`config.mk`:
```
export PLATFORM = sky130hd
export DESIGN_NAME = fetch_stage_flat
export DESIGN_NICKNAME = d
export VERILOG_FILES = /design/src/rtl/cpu_types_pkg.sv /design/src/rtl/fetch_decode_if.sv /design/src/rtl/fetch_stage_branch_predictor.sv /design/src/rtl/fetch_stage.sv /design/src/flat_wrapper.sv
export SDC_FILE = /design/constraint.sdc
export NUM_CORES = 1
export LEC_CHECK = 0
export CORE_AREA = 2 2 128 130
export DETAILED_ROUTE_END_ITERATION = 12
export DIE_AREA = 0 0 130 132
export GPL_TIMING_DRIVEN = 1
export PLACE_DENSITY = 0.81
export SLEW_MARGIN = 20
export SYNTH_ARGS = -nofsm -noshare
export SYNTH_HDL_FRONTEND = slang
export SYNTH_HIERARCHICAL = 1
export SYNTH_SLANG_ARGS = --single-unit
```
`constraint.sdc`:
```
create_clock -name CLK -period 4.6 [get_ports CLK]
set_clock_uncertainty 0.15 [all_clocks]
set_input_delay 0.92 -clock CLK [delete_from_list [all_inputs] [get_ports CLK]]
set_output_delay 0.92 -clock CLK [all_outputs]
set_load 0.01 [all_outputs]
```
`src/rtl/cpu_types_pkg.sv`:
```
`default_nettype none
// ============================================================================
//  Module      : cpu_types_pkg
//  Description : Shared CPU word, opcode and I-type instruction types plus a
//                small predecode helper used by the fetch stage.
//  Revision    : 1.0 - initial release
// ============================================================================
package cpu_types_pkg;

    localparam int c_WORD_W = 32;

    typedef logic [c_WORD_W-1:0] word_t;

    typedef enum logic [5:0] {
        RTYPE = 6'b000000,
        J     = 6'b000010,
        JAL   = 6'b000011,
        BEQ   = 6'b000100,
        BNE   = 6'b000101,
        ADDIU = 6'b001001,
        HALT  = 6'b111111
    } opcode_t;

    typedef struct packed {
        opcode_t     opcode;
        logic [4:0]  rs;
        logic [4:0]  rt;
        logic [15:0] imm;
    } i_t;

    // Conditional branches are the only instructions the BHT predicts
    function automatic logic is_cond_branch(input opcode_t op);
        return (op == BEQ) || (op == BNE);
    endfunction

endpackage
`default_nettype wire

```
`src/rtl/fetch_decode_if.sv`:
```
`default_nettype none
// ============================================================================
//  Module      : fetch_decode_if
//  Description : Pipeline latch between fetch and decode. Fetch drives it,
//                decode consumes it.
//  Revision    : 1.0 - initial release
// ============================================================================
interface fetch_decode_if;
    import cpu_types_pkg::*;

    word_t instruction;
    word_t instr_npc;
    logic  branch_taken;

    modport fetch  (output instruction, instr_npc, branch_taken);
    modport decode (input  instruction, instr_npc, branch_taken);

endinterface
`default_nettype wire

```
`src/rtl/fetch_stage_branch_predictor.sv`:
```
`default_nettype none
// ============================================================================
//  Module      : branch_predictor
//  Description : Branch history table of 2-bit saturating counters. Read is
//                combinational from the current counter so a same-cycle
//                update never affects the prediction made in that cycle.
//  Revision    : 1.0 - initial release
// ============================================================================
module branch_predictor
    import cpu_types_pkg::*;
#(
    parameter int ENTRIES = 8,
    parameter int IDX_W   = $clog2(ENTRIES)
) (
    input  logic             CLK,
    input  logic             nRST,
    input  logic [IDX_W-1:0] rd_idx,
    output logic             predict_taken,
    input  logic             upd_en,
    input  logic [IDX_W-1:0] upd_idx,
    input  logic             upd_taken
);

    localparam logic [1:0] c_WEAK_NT = 2'b01;
    localparam logic [1:0] c_STRONG_T = 2'b11;
    localparam logic [1:0] c_STRONG_NT = 2'b00;

    logic [1:0] r_ctr [ENTRIES];
    logic [1:0] w_upd_cur;
    logic [1:0] w_upd_next;

    // Taken when the counter sits in one of the two upper states
    always_comb begin
        predict_taken = r_ctr[rd_idx][1];
    end

    // Saturating step of the counter being trained
    always_comb begin
        w_upd_cur  = r_ctr[upd_idx];
        w_upd_next = w_upd_cur;
        if (upd_taken) begin
            if (w_upd_cur != c_STRONG_T) begin
                w_upd_next = w_upd_cur + 2'b01;
            end
        end else begin
            if (w_upd_cur != c_STRONG_NT) begin
                w_upd_next = w_upd_cur - 2'b01;
            end
        end
    end

    // Counter storage; every entry starts weakly not-taken
    always_ff @(posedge CLK or negedge nRST) begin
        if (!nRST) begin
            for (int i = 0; i < ENTRIES; i++) begin
                r_ctr[i] <= c_WEAK_NT;
            end
        end else if (upd_en) begin
            r_ctr[upd_idx] <= w_upd_next;
        end
    end

endmodule
`default_nettype wire

```
`src/rtl/fetch_stage.sv`:
```
`default_nettype none
// ============================================================================
//  Module      : fetch_stage
//  Description : Instruction fetch with BHT-based branch prediction, decode
//                jump and execute mispredict redirects, flush bubbles and a
//                permanent halt freeze.
//  Revision    : 1.0 - initial release
// ============================================================================
module fetch_stage
    import cpu_types_pkg::*;
#(
    parameter logic [31:0] PC_INIT     = 32'h0,
    parameter int          BHT_ENTRIES = 8
) (
    input  logic        CLK,
    input  logic        nRST,
    input  logic        ihit,
    input  logic [31:0] imemload,
    output logic        imemREN,
    output logic [31:0] imemaddr,
    input  logic        en,
    input  logic        flush,
    input  logic        jump_instr,
    input  logic [31:0] jump_target,
    input  logic        ex_resolve,
    input  logic [31:0] ex_pc,
    input  logic        ex_taken,
    input  logic        ex_mispredict,
    input  logic [31:0] ex_correct_pc,
    input  logic        halt,
    fetch_decode_if.fetch fdif
);

    localparam int c_IDX_W = $clog2(BHT_ENTRIES);

    word_t r_pc;
    word_t r_instruction;
    word_t r_instr_npc;
    logic  r_branch_taken;
    logic  r_halt_seen;

    i_t    w_instr;
    word_t w_pc_plus4;
    word_t w_pred_target;
    word_t w_next_pc;
    logic  w_is_branch;
    logic  w_bht_taken;
    logic  w_pred_taken;
    logic  w_advance;
    logic  w_redirect;
    logic  w_bubble;
    logic  w_unused;

    // Predictor indexed by word address of the current and resolved PCs
    branch_predictor #(
        .ENTRIES (BHT_ENTRIES),
        .IDX_W   (c_IDX_W)
    ) u_bht (
        .CLK           (CLK),
        .nRST          (nRST),
        .rd_idx        (r_pc[c_IDX_W+1:2]),
        .predict_taken (w_bht_taken),
        .upd_en        (ex_resolve),
        .upd_idx       (ex_pc[c_IDX_W+1:2]),
        .upd_taken     (ex_taken)
    );

    // Predecode the fetched word and form the branch target
    always_comb begin
        w_instr       = i_t'(imemload);
        w_is_branch   = is_cond_branch(w_instr.opcode);
        w_pred_taken  = w_is_branch && w_bht_taken;
        w_pc_plus4    = r_pc + 32'd4;
        w_pred_target = w_pc_plus4 + {{14{w_instr.imm[15]}}, w_instr.imm, 2'b00};
    end

    // Next-PC priority: execute recovery, then decode jump, then prediction
    always_comb begin
        w_next_pc = w_pc_plus4;
        if (ex_mispredict) begin
            w_next_pc = ex_correct_pc;
        end else if (jump_instr) begin
            w_next_pc = jump_target;
        end else if (w_pred_taken) begin
            w_next_pc = w_pred_target;
        end
    end

    // Redirects do not wait for ihit; the outstanding fetch is dropped
    always_comb begin
        w_advance  = en && ihit && !r_halt_seen;
        w_redirect = en && !r_halt_seen && (ex_mispredict || jump_instr);
        w_bubble   = flush || ex_mispredict || jump_instr;
    end

    // PC register
    always_ff @(posedge CLK or negedge nRST) begin
        if (!nRST) begin
            r_pc <= PC_INIT;
        end else if (w_advance || w_redirect) begin
            r_pc <= w_next_pc;
        end
    end

    // Fetch/decode latch; a redirect without ihit still leaves a bubble
    always_ff @(posedge CLK or negedge nRST) begin
        if (!nRST) begin
            r_instruction  <= '0;
            r_instr_npc    <= '0;
            r_branch_taken <= 1'b0;
        end else if (w_advance) begin
            if (w_bubble) begin
                r_instruction  <= '0;
                r_instr_npc    <= '0;
                r_branch_taken <= 1'b0;
            end else begin
                r_instruction  <= imemload;
                r_instr_npc    <= w_pc_plus4;
                r_branch_taken <= w_pred_taken;
            end
        end else if (w_redirect) begin
            r_instruction  <= '0;
            r_instr_npc    <= '0;
            r_branch_taken <= 1'b0;
        end
    end

    // Sticky halt flag, cleared only by reset
    always_ff @(posedge CLK or negedge nRST) begin
        if (!nRST) begin
            r_halt_seen <= 1'b0;
        end else if (halt) begin
            r_halt_seen <= 1'b1;
        end
    end

    // Drive memory request and the pipeline latch outputs
    always_comb begin
        imemREN           = !r_halt_seen;
        imemaddr          = r_pc;
        fdif.instruction  = r_instruction;
        fdif.instr_npc    = r_instr_npc;
        fdif.branch_taken = r_branch_taken;
    end

    // Fields and address bits the fetch stage does not need
    assign w_unused = ^{ex_pc[31:c_IDX_W+2], ex_pc[1:0], w_instr.rs, w_instr.rt};

endmodule
`default_nettype wire

```
`src/flat_wrapper.sv`:
```
// flat-port wrapper written by rule: the top's interface ports become plain ports
module fetch_stage_flat import cpu_types_pkg::*;
#(
    parameter logic [31:0] PC_INIT     = 32'h0,
    parameter int          BHT_ENTRIES = 8
)
  (CLK, nRST, ihit, imemload, imemREN, imemaddr, en, flush, jump_instr, jump_target, ex_resolve, ex_pc, ex_taken, ex_mispredict, ex_correct_pc, halt, fdif_instruction, fdif_instr_npc, fdif_branch_taken);
  fetch_decode_if fdif_i ();
  input  logic CLK;
  input  logic nRST;
  input  logic ihit;
  input  logic [31:0] imemload;
  output logic imemREN;
  output logic [31:0] imemaddr;
  input  logic en;
  input  logic flush;
  input  logic jump_instr;
  input  logic [31:0] jump_target;
  input  logic ex_resolve;
  input  logic [31:0] ex_pc;
  input  logic ex_taken;
  input  logic ex_mispredict;
  input  logic [31:0] ex_correct_pc;
  input  logic halt;
  output wire logic [$bits(fdif_i.instruction)-1:0] fdif_instruction;
  output wire logic [$bits(fdif_i.instr_npc)-1:0] fdif_instr_npc;
  output wire logic [$bits(fdif_i.branch_taken)-1:0] fdif_branch_taken;
  assign fdif_instruction = fdif_i.instruction;
  assign fdif_instr_npc = fdif_i.instr_npc;
  assign fdif_branch_taken = fdif_i.branch_taken;
  fetch_stage #(.PC_INIT(PC_INIT), .BHT_ENTRIES(BHT_ENTRIES)) u_core (.CLK(CLK), .nRST(nRST), .ihit(ihit), .imemload(imemload), .imemREN(imemREN), .imemaddr(imemaddr), .en(en), .flush(flush), .jump_instr(jump_instr), .jump_target(jump_target), .ex_resolve(ex_resolve), .ex_pc(ex_pc), .ex_taken(ex_taken), .ex_mispredict(ex_mispredict), .ex_correct_pc(ex_correct_pc), .halt(halt), .fdif(fdif_i));
endmodule
```
Yosys cells after proc, flatten, opt, wreduce, memory -nomap -nowiden:

Cells that the tools add are included.

* output and inout bits: 98
* bits in registers: 114
* word-level logic and storage cells: 62
* input port bits: 138

* $lt $le $gt $ge: 3
* bitwise logic cells: 2
* mux-type cells: 23
* add/subtract/negate cells: 4
* reductions and logical operators: 14
* equality and inequality tests: 3

Operators by type and width (number)
* $mux 32: 8
* $add 32x3->32 const B: 1
* $add 32x32->32: 1
* $bwmux 16: 1
* $mux 2: 8
* $bmux 2 s3: 2
* $eq 6x3->1 const B: 2
* $ge 4x4->1 const B: 2
* $not 3->4: 2
* $demux 2 s3: 1
* $logic_and 1x1->1: 6
* $logic_or 1x1->1: 5
* $lt 4x1->1 const B: 1
* $reduce_bool 2->1: 2
* $mux 1: 3
* $add 2x1->2 const B: 1
* $ne 2x2->1 const B: 1
* $sub 2x1->2 const B: 1
* $logic_not 1->1: 1

Logic depth before layout (Yosys ltp):

* word-level depth: 8
* gate-level depth with buffers: 18
* mapped depth without buffers: 18

Modules after synthesis:

Netlist, hierarchy kept.

Modules (own cells, without submodules)
* fetch_stage: times used 1, area each 6439.9 µm², cells each 710, sequential area each 2452.4 µm²
* branch_predictor: times used 1, area each 979.7 µm², cells each 92, sequential area each 410.4 µm²

Least setup slack after synthesis:

OpenSTA, ideal clock, no wires.

* path kind: flip-flop to flip-flop
* start: register u_core.r_pc[4] (netlist: u_core/imemaddr[4])
* end: register u_core.r_pc[28] (netlist: u_core/imemaddr[28])
* required time: 4.325 ns
* setup slack: 1.114 ns
* setup time: 0.125 ns
* arrival time: 3.211 ns
* cell stages (with the launch flop): 17
* buffers on the path: 0
* period minus slack after synthesis: 3.486 ns
* path through: dfrtp_1 -> and4_1 -> and3_2 -> nand2_2 -> nor2_1 -> xnor2_1 -> inv_1 -> ha_1 -> a21o_1 -> a21o_1 -> a21oi_1 -> o21ai_0 -> a2111oi_2 -> o211ai_1 -> a31oi_1 -> xor2_1 -> o21ai_1

* word-level cells in the longest chain between the ends: 8
* elaborated cells between the ends (all ways): 10
* classes of those cells: add/sub (2); mux (6); bitwise (1); reduce/logical (1)

RTL lines
* start: declaration: RTL line fetch_stage.sv:36 `word_t r_pc;`
* start signal: assignment: RTL line fetch_stage.sv:101 `r_pc <= w_next_pc;`
* branches (longest 5 deep; another with $add 32x3->32)
* $mux 32 (*): RTL line fetch_stage.sv:84 `end else if (w_pred_taken) begin`
* $mux 32 (*): RTL line fetch_stage.sv:82 `end else if (jump_instr) begin`
* $mux 32 (*): RTL line fetch_stage.sv:80 `if (ex_mispredict) begin`

Mark *: on every way between the ends. The select of a mux whose other input is x is not followed.
A chain may end at the register's enable or synchronous reset.

Worst setup path in the final report:

* start: register u_core.r_pc[2] (netlist: u_core/imemaddr[2])
* end: register u_core.r_pc[26] (netlist: u_core/imemaddr[26])

Same word-level chain as after synthesis.

==> impl_metrics.tcl <==
set metrics [dict create \
    outcome "finished clean" \
    overflow 0 \
    syn_nets 978 \
    cp_cell_sequence "ha_1, and3_1, xnor2_1, inv_1, ha_1, and3_4, and3_1, nand3_2, a31oi_4, a21oi_2, and3_1, o41ai_1, a31oi_1" \
    synth_adder_area_share 0.0651 \
    drive_above_1_share 0.0897 \
    ff2ff_path_depth 13 \
    cp.depth 13 \
    maxSlewHeadroom 0.353 \
    placed_area_um2 9730 \
    crit_fanout 11 \
    muxShareOfSynthArea 0.0179 \
    coreArea_um2 15700 \
    r2r-end "u_core/imemaddr[26]" \
    slowest_delay_ns 0.64 \
    async_reset_ff_frac 1.00 \
    io_pins 236 \
    postSynthCellCount 802 \
    total_power_mw 3.56 \
    synth_compound_area_frac 0.268 \
    postSynthAreaPerCell_um2 9.25 \
    htree_levels 4 \
    initial_utilization 0.472 \
    post-place-ws_ns 0.498 \
    synth-xor-area-share 0.0636 \
    wl_per_cell_um 19.7 \
    fp.dieH_um 132 \
    vdd_drop_max_v 0.000243 \
    globalplace.congestion 0.897 \
    maxCapViolations 0 \
    final_max_slew_viol_count 0 \
    grt_pass1_wl_um 38400 \
    setup_tns_ns 0 \
    initialDrtViolationCount 645 \
    crit_top_cell "and3_1" \
    cts_hold_buf 0 \
    rrSetupSlack_ns 0.50 \
    grt_pass1_vias 7235 \
    vias 7345 \
    yosys_warnings 6 \
    netlist_area_um2 7420 \
    drc 0 \
    clockBufferDepth 2 \
    vias_per_cell 5.97 \
    fmax_mhz 244 \
    path_class "reg2reg" \
    fin_crit_ns 4.10 \
    root_buffer "clkbuf_16" \
    ys_top_cells_by_area "dfrtp_1 36%, ha_1 6.2%, a22o_1 5.4%" \
    synth_edf_count 0 \
    hold_viol 0 \
    grt_max_degree 74 \
    synth_seq_cells 114 \
    yosysTopAreaCellShare 0.358 \
    cts_setup_buffers 0 \
    cp.required_ns 4.73 \
    dieArea_um2 17200 \
    finalCritPeriodShare 0.891 \
    r2r_start "u_core/imemaddr[2]" \
    firstDrtPassIters 6 \
    synth_ff_type "dfrtp_1" \
    fp.dieW_um 130 \
    grt_util_all_layers 0.285 \
    powerDensity_nw_per_um2 344 \
    synthSimpleGateAreaFrac 0.165 \
    tightest_slew_ns 0.970 \
    cp.arrival_ns 4.23 \
    ctsResizeCount 0 \
    final_area_um2 10300 \
    power.leakage_nw 4.56 \
    rows 46 \
    final_antenna_net_count 0 \
    min_path_type "reg2reg" \
    setup_ws_ns 0.500 \
    nets 1177 \
    routed_wl_um 24200 \
    synth_top_family_by_area "compound AO/OA/AOI/OAI gates" \
    end_kind "flip-flop" \
    dp_hpwl_um 17200 \
    clock-sinks 114 \
    grt_setup_unrepaired "false" \
    ys_seq_area_frac 0.386 \
    critPathTopFamily "simple AND/OR/NAND/NOR gates" \
    cp-start-kind "flip-flop" \
    cts.clk_slew.worst_paths_ns 0.05 \
    cts_buffers 17 \
    crit_path_end "u_core/imemaddr[26]" \
    synth_top_area_cell "dfrtp_1" \
    worst_path_max_delay_cell "dfrtp_1" \
    path_buf_inv 1 \
    post_synth_num_cell_types 84 \
    cts_tree "done" \
    clk_latency_ns 0.42 \
    crit_path_start "u_core/imemaddr[2]" \
    io_buffers 206 \
    setup_viol 0 \
    antenna_found_initial 2 \
    area_growth_pct 39.4 \
]
-- synth_stat cells, types with 7 or more instances --
master	instances
dfrtp_1	106
nand2_1	93
nor2_1	56
a21oi_1	51
a22o_1	46
o21ai_0	42
ha_1	37
clkbuf_1	30
xnor2_1	27
xor2_1	25
inv_1	23
a21o_1	22
nand3_1	21
o21ai_1	20
o31ai_1	18
and3_1	13
nand4_1	10
nor3_1	10
nor2b_1	9
a31oi_1	8
dfstp_2	8
a211oi_1	7
o22ai_1	7
-- power by group --
part / leakage [nW] / internal [mW] / total (mW) / switching [mW]
Clock: 0.297 / 0.933 / 1.39 / 0.459
Combinational: 2.76 / 0.463 / 0.975 / 0.512
Sequential: 1.50 / 1.10 / 1.19 / 0.0943
Total: 4.56 / 2.49 / 3.56 / 1.07
-- kinds of logic (layout without fill, tap and decap cells) --
group | Yosys count | count (layout)
multiplexers | 10 | 10
adder cells (fa/ha/maj) | 38 | 38
other | 0 | 1
AND/OR/NAND/NOR | 247 | 247
XOR/XNOR | 53 | 53
flip-flops | 114 | 114
AO/OA/AOI/OAI | 276 | 276
buffers and inverters | 64 | 276
-- stage by stage --
step | hold slack [ns] | std cells | utilization
after floorplan | 0.300 | 802 | -
after global placement | 0.310 | 1198 | 0.620
after detailed placement | 0.315 | 1198 | 0.620
after CTS | 0.325 | 1230 | 0.658
after global routing | 0.337 | 1231 | 0.658
final | 0.321 | 1231 | 0.658
-- metal layers --
metal | track usage | up-vias | part of all wire
met5 | 0 | - | 0
met4 | 0.114 | 0 | 0.035
met3 | 0.0731 | 69 | 0.078
met2 | 0.436 | 334 | 0.46
met1 | 0.385 | 3577 | 0.42
li1 | - | 3365 | -
-- final cells by class --
cell class | instances | area, um^2
fillers | 1304 | 5370
inverters | 26 | 97.6
well taps | 216 | 270
multi-input cells | 624 | 4320
clock buffers | 26 | 479
flip-flops and latches | 114 | 2860
clock inverters | 6 | 130
diodes | 1 | 2.50
repair buffers | 218 | 2190
-- placed cells by master, fill, tap and decap left out, types with 5 or more instances in the layout --
cell and instances:
clkbuf_16 17, dfrtp_1 106, ha_1 37, a21o_1 22
o31ai_1 18, clkbuf_1 7, and4_1 5, nand4_1 10
o21ai_0 42, a21oi_1 51, o21ai_1 19, o22ai_1 7
buf_4 10, dfstp_2 8, nor2b_1 9, nor3_1 10
a21oi_2 5, inv_1 23, a211oi_1 7, nand3_1 21
nand2_1 93, clkdlybuf4s50_1 205, xnor2_1 27, xor2_1 25
and3_1 13, mux2i_1 5, a222oi_1 6, a22o_1 46
nor2_1 56, a31oi_1 8
-- worst min path at each step --
| stage | from | depth (start not counted) | slack, ns | to |
|---|---|---|---|---|
| finish | u_core/u_bht/r_ctr[0] | 2 | 0.32 | u_core/u_bht/r_ctr[0] |
| global route | u_core/u_bht/r_ctr[0] | 2 | 0.34 | u_core/u_bht/r_ctr[0] |
| CTS | u_core/u_bht/r_ctr[0] | 2 | 0.33 | u_core/u_bht/r_ctr[0] |
| detailed placement | u_core/u_bht/r_ctr[10] | 2 | 0.31 | u_core/u_bht/r_ctr[10] |
| global placement | u_core/u_bht/r_ctr[2] | 2 | 0.31 | u_core/u_bht/r_ctr[2] |
| floorplan | u_core/u_bht/r_ctr[0] | 2 | 0.30 | u_core/u_bht/r_ctr[0] |
-- state kept, by name (all words and copies together), names as in the netlist --
name / flops
u_core/fdif.instr_npc: 32
u_core/fdif.instruction: 32
u_core/imemaddr: 32
u_core/u_bht/r_ctr: 16
u_core/fdif.branch_taken: 1
u_core/r_halt_seen: 1
-- tightest hold or removal path, cell delays in order (launching register included) --
cell and delay (ns):
dfstp_2 0.36, nand2_1 0.04, o31ai_1 0.06
Note: power is estimated with default switching activity, not from simulation.
